## src/rtl/score_keeper.sv

```systemverilog
// rtl/score_keeper.sv - round/match score keeper with board-clear handshake
//
// Purpose: counts green/red round wins for the HEX display, runs a board-clear
// handshake after every round, holds the match-over state until a new match is
// requested, and tracks which colour moves first in the next round.
//
// Ports:
//   clk          system clock, rising edge
//   RST          asynchronous active-low reset
//   win_g/win_r  win-detect levels (four in a row) for green/red
//   new_match    debounced key level: start a new match
//   board_ack    board reports its clear is complete
//   scoreG/R     round wins, 0..WIN_SCORE
//   clear_req    request to the board to clear all cells
//   match_over   high while the match is decided
//   first_green  1 = green moves first in the next round
//   ack_fault    sticky: a clear request timed out
module score_keeper #(
  parameter int WIN_SCORE   = 5,
  parameter int ACK_TIMEOUT = 255
) (
  input  logic       clk,
  input  logic       RST,
  input  logic       win_g,
  input  logic       win_r,
  input  logic       new_match,
  input  logic       board_ack,
  output logic [2:0] scoreG,
  output logic [2:0] scoreR,
  output logic       clear_req,
  output logic       match_over,
  output logic       first_green,
  output logic       ack_fault
);

  // Counter only has to reach ACK_TIMEOUT-1: the last waiting cycle is the
  // one in which the timeout is taken.
  localparam int CW = (ACK_TIMEOUT < 2) ? 1 : $clog2(ACK_TIMEOUT);
  localparam logic [2:0]    WIN  = 3'(WIN_SCORE);
  localparam logic [CW-1:0] LAST = CW'(ACK_TIMEOUT - 1);

  typedef enum logic [1:0] {
    S_PLAY  = 2'd0,
    S_CLEAR = 2'd1,
    S_OVER  = 2'd2
  } state_t;

  state_t        state_q, state_d;
  logic [CW-1:0] cnt_q, cnt_d;
  logic [2:0]    score_g_q, score_g_d;
  logic [2:0]    score_r_q, score_r_d;
  logic          fg_q, fg_d;
  logic          fault_q, fault_d;

  // Sample register plus previous-sample register per input; the rise is
  // judged on registered values, so actions land two clocks after the input.
  logic g_s, g_p, r_s, r_p, nm_s, nm_p;
  logic g_ev, r_ev, nm_ev;

  assign g_ev  = g_s  & ~g_p;
  assign r_ev  = r_s  & ~r_p;
  assign nm_ev = nm_s & ~nm_p;

  always_comb begin
    state_d   = state_q;
    cnt_d     = cnt_q;
    score_g_d = score_g_q;
    score_r_d = score_r_q;
    fg_d      = fg_q;
    fault_d   = fault_q;
    case (state_q)
      S_PLAY: begin
        // new_match wins over any coincident round result
        if (nm_ev) begin
          score_g_d = 3'd0;
          score_r_d = 3'd0;
          fg_d      = 1'b1;
          state_d   = S_CLEAR;
        end else if (g_ev && r_ev) begin
          fg_d    = ~fg_q;
          state_d = S_CLEAR;
        end else if (g_ev) begin
          if (score_g_q < WIN) score_g_d = score_g_q + 3'd1;
          fg_d    = 1'b0;
          state_d = S_CLEAR;
        end else if (r_ev) begin
          if (score_r_q < WIN) score_r_d = score_r_q + 3'd1;
          fg_d    = 1'b1;
          state_d = S_CLEAR;
        end
      end
      S_CLEAR: begin
        // A timeout leaves exactly like an ack, only flagging the fault.
        if (board_ack || (cnt_q == LAST)) begin
          if (!board_ack) fault_d = 1'b1;
          cnt_d   = '0;
          state_d = ((score_g_q == WIN) || (score_r_q == WIN)) ? S_OVER : S_PLAY;
        end else begin
          cnt_d = cnt_q + 1'b1;
        end
      end
      S_OVER: begin
        if (nm_ev) begin
          score_g_d = 3'd0;
          score_r_d = 3'd0;
          fg_d      = 1'b1;
          state_d   = S_CLEAR;
        end
      end
      default: state_d = S_PLAY;
    endcase
  end

  always_ff @(posedge clk or negedge RST) begin
    if (!RST) begin
      state_q   <= S_PLAY;
      cnt_q     <= '0;
      score_g_q <= 3'd0;
      score_r_q <= 3'd0;
      fg_q      <= 1'b1;
      fault_q   <= 1'b0;
      g_s       <= 1'b0;
      g_p       <= 1'b0;
      r_s       <= 1'b0;
      r_p       <= 1'b0;
      nm_s      <= 1'b0;
      nm_p      <= 1'b0;
    end else begin
      state_q   <= state_d;
      cnt_q     <= cnt_d;
      score_g_q <= score_g_d;
      score_r_q <= score_r_d;
      fg_q      <= fg_d;
      fault_q   <= fault_d;
      g_s       <= win_g;
      g_p       <= g_s;
      r_s       <= win_r;
      r_p       <= r_s;
      nm_s      <= new_match;
      nm_p      <= nm_s;
    end
  end

  assign scoreG      = score_g_q;
  assign scoreR      = score_r_q;
  assign clear_req   = (state_q == S_CLEAR);
  assign match_over  = (state_q == S_OVER);
  assign first_green = fg_q;
  assign ack_fault   = fault_q;

endmodule

```

## config.mk

```make
export PLATFORM = sky130hd
export DESIGN_NAME = score_keeper
export DESIGN_NICKNAME = d
export VERILOG_FILES = /design/src/rtl/score_keeper.sv
export SDC_FILE = /design/constraint.sdc
export NUM_CORES = 1
export LEC_CHECK = 0
export ABC_CLOCK_PERIOD_IN_PS = 1500
export BUFFER_PORTS_ARGS = -buffer_cell sky130_fd_sc_hd__buf_4
export CAP_MARGIN = 20
export CORE_MARGIN = 2
export CORE_UTILIZATION = 36
export CTS_BUF_LIST = sky130_fd_sc_hd__clkbuf_16
export DETAILED_ROUTE_END_ITERATION = 10
export SLEW_MARGIN = 0
export SYNTH_ARGS = -nofsm -noshare
export SYNTH_HDL_FRONTEND = slang
export SYNTH_SLANG_ARGS = --single-unit
```

## constraint.sdc

```tcl
create_clock -name clk -period 1.5 [get_ports clk]
set_input_delay 0.225 -clock clk [delete_from_list [all_inputs] [get_ports clk]]
set_output_delay 0.225 -clock clk [all_outputs]
set_load 0.02 [all_outputs]
```

==> run metrics <==
most frequent cells in the layout 30 x buf_4, 22 x dfrtp_1, 10 x nand2_1; Die Wd about 62 um; initial antenna violation count 0; synthesized instance count 119; net switching power approximately 0.7 mW; Mean Syn Cell Area 10.33 um^2; post-synthesis sequential area ratio 48.98%; CTS root buf clkbuf_16; total track usage 13.68%; Switching Share 31.85%; Post-synth EDFFs 0; Max-cap violations 0; R2R Setup Slk 0.03 ns; Post-route DRC 0; Clock Path Buffers 2; Clk Latency, worst-skew pair 0.25 ns; vias around 1,000; Routed Antenna Nets 0; CP Launch Type register; DIE AREA 3896 um^2; vias in the first global route ~970; Die H 62.42 um; Yosys reg bits 24; TritonCTS clock tree done; Worst Hold Launch win_r; Setup CP Type register to register; I/O Pins 16; routed wire length per instance 12.63 um; drt total wl between 2 and 3 mm; Yosys Warn Count 0; Pwr per Cell Area 1355 nW/um^2; worst setup path start cnt_q[1]; most common cell after layout, fill and taps aside buf_4; global-route wire length before repair 4.284 mm; Setup TNS 0 ns; Reg area between 600 and 700 um^2; area leader, netlist dfrtp_1; layout cells sized above 1 31.37%; Worst path max stage delay between 0.4 and 0.5 ns; Core ar. about 3300 um^2; # nets final 166; post-route insts no fill around 200; Netlist cell types 38; Period Utilization, post-route between 90% and 100%; Least-Margin Pin Slew just over 0.3 ns; vias per cell approximately 5.2; leakage power between 0.7 and 0.8 nW; Cell Area, Placed 1469 um^2; multi-input logic area about 600 um^2; post-route cell area 1624 um^2; post-synth top area share 46.84%; Top Family by Delay on Critical Path compound AO/OA/AOI/OAI gates; # diodes 0; Buf/Inv on CP 1; endpoints failing setup 0; Synth area leaders dfrtp_1 47%, ha_1 6.1%, nand2_1 3.1%, o21ai_1 2.9%, or3_1 2.5%; r2r startpoint cnt_q[1]; clk_skew roughly 0.0025 ns; Fillers around 320; clk sinks 24; total power 2.201 mW; critical path required time approximately 1.7 ns; DR pass1 iterations 4; Clk pin slew, worst setup/hold paths ~0.06 ns; final count of hold timing violations 0; P_int 1.500 mW; Num CTS Buffers 3; final slew viol count 0; Detailed Place HPWL 1.806 mm; crit path cell chain ha_4 > and3_4 > a211oi_4 > buf_6 > a41oi_1 > a31oi_1; clock share of power a little over a quarter; Detailed Route Iter0 Violations 50; GRT overflow 0; hold slack final 0.07295 ns; GP Congestion 0.8408; Top FF cell, synth dfrtp_1; area delta synth->final 32.18%; largest net degree at the start of global routing 25; Starting Density 37.11%; syn_nets 131; f_max around 0.68 GHz; CTS H-tree lvls 1; port bufs 15; register share of total power 39.4%; critical path peak fanout 5; Synth Cell Area 1229 um^2; outcome completed; FFs w/ async S/R, synth 100.0%; worst hold path class input pin to register; min cycle time layout 1.466 ns; worst rel slew slack 79.83%; peak supply drop approximately 0.0006 V; Critical Path Sink Type register; cell total after placement 189; Combinational Power Share about a third; number of cell rows 21; CP arrival 1.64 ns; Slowest cell on crit path dfrtp_1
## power by group through the flow
stage / sequential, mW / combinational [mW] / clock (mW)
2_1_floorplan: 0.934 / 0.328 / 0
3_3_place_gp: 0.862 / 0.675 / 0
3_5_place_dp: 0.869 / 0.683 / 0
4_1_cts: 0.857 / 0.701 / 0.594
5_1_grt: 0.885 / 0.841 / 0.622
6_report: 0.867 / 0.761 / 0.572
## layout make-up
class	count	area share (%)
clock buffers	3	4.622
clock inverters	1	0.2311
inverters	6	1.387
multi-input cells	86	37.21
flip-flops and latches	24	37.13
well taps	46	3.544
repair buffers	33	15.87
## registers in the layout, summed over array words and instances (netlist names)
signal	count
g_s	1
scoreG	3
scoreR	3
r_p	1
ack_fault	1
nm_s	1
r_s	1
nm_p	1
state_q	2
cnt_q	8
first_green	1
g_p	1
## through the flow
step | worst slack [ns] | util [%]
6_report | 0.03389 | 49.06
5_1_grt | -0.004296 | 49.06
4_1_cts | 0.02192 | 47.66
3_5_place_dp | -0.02796 | 44.37
3_3_place_gp | 0.05850 | 44.37
2_1_floorplan | 0.000008993 | -
## logic make-up after synthesis
logic type	count (synthesis)	synth area share, %
AND/OR/NAND/NOR	43	20.47
buffers and inverters	9	4.073
adder cells (fa/ha/maj)	6	6.110
AO/OA/AOI/OAI	37	20.37
flip-flops	24	48.98
## final timing paths
| path | depth (start not counted) | to |
|---|---|---|
| worst min-delay path | 1 | r_s |
| worst max register to register | 6 | cnt_q[4] |
| max in group asynchronous | 2 | first_green |
| min in group asynchronous | 2 | nm_p |
| worst min register to register | 0 | g_p |
| worst max-delay path | 6 | cnt_q[4] |
## cells in the mapped netlist, types with 2 or more instances
| library cell | n |
|---|---|
| a21o_1 | 2 |
| nor4_1 | 3 |
| a22o_1 | 2 |
| buf_6 | 2 |
| nand3_1 | 4 |
| o32ai_1 | 2 |
| nand2_1 | 10 |
| o21ai_1 | 7 |
| o21ai_0 | 5 |
| or3_1 | 5 |
| a21oi_1 | 6 |
| dfrtp_1 | 23 |
| nand2b_1 | 4 |
| a31oi_1 | 4 |
| nand4b_1 | 2 |
| inv_1 | 5 |
| nor2_1 | 7 |
| ha_1 | 6 |
## layer usage
layer / global-route usage, % / share of wire, % / up-vias
met4: 5.833 / 1.8 / 0
met2: 20.56 / 45 / 32
met5: 0 / 0 / -
li1: - / - / 503
met1: 19.02 / 47 / 503
met3: 3.063 / 5.7 / 5
## repair_timing
action,4_1_cts,5_1_grt
buffers inserted,3,2
pin swaps,1,2
hold buffers,1,0
hold endpoints to repair,23,0
setup endpoints to repair,1,8
resized for setup,1,7
Note: power is estimated with default switching activity, not from simulation.
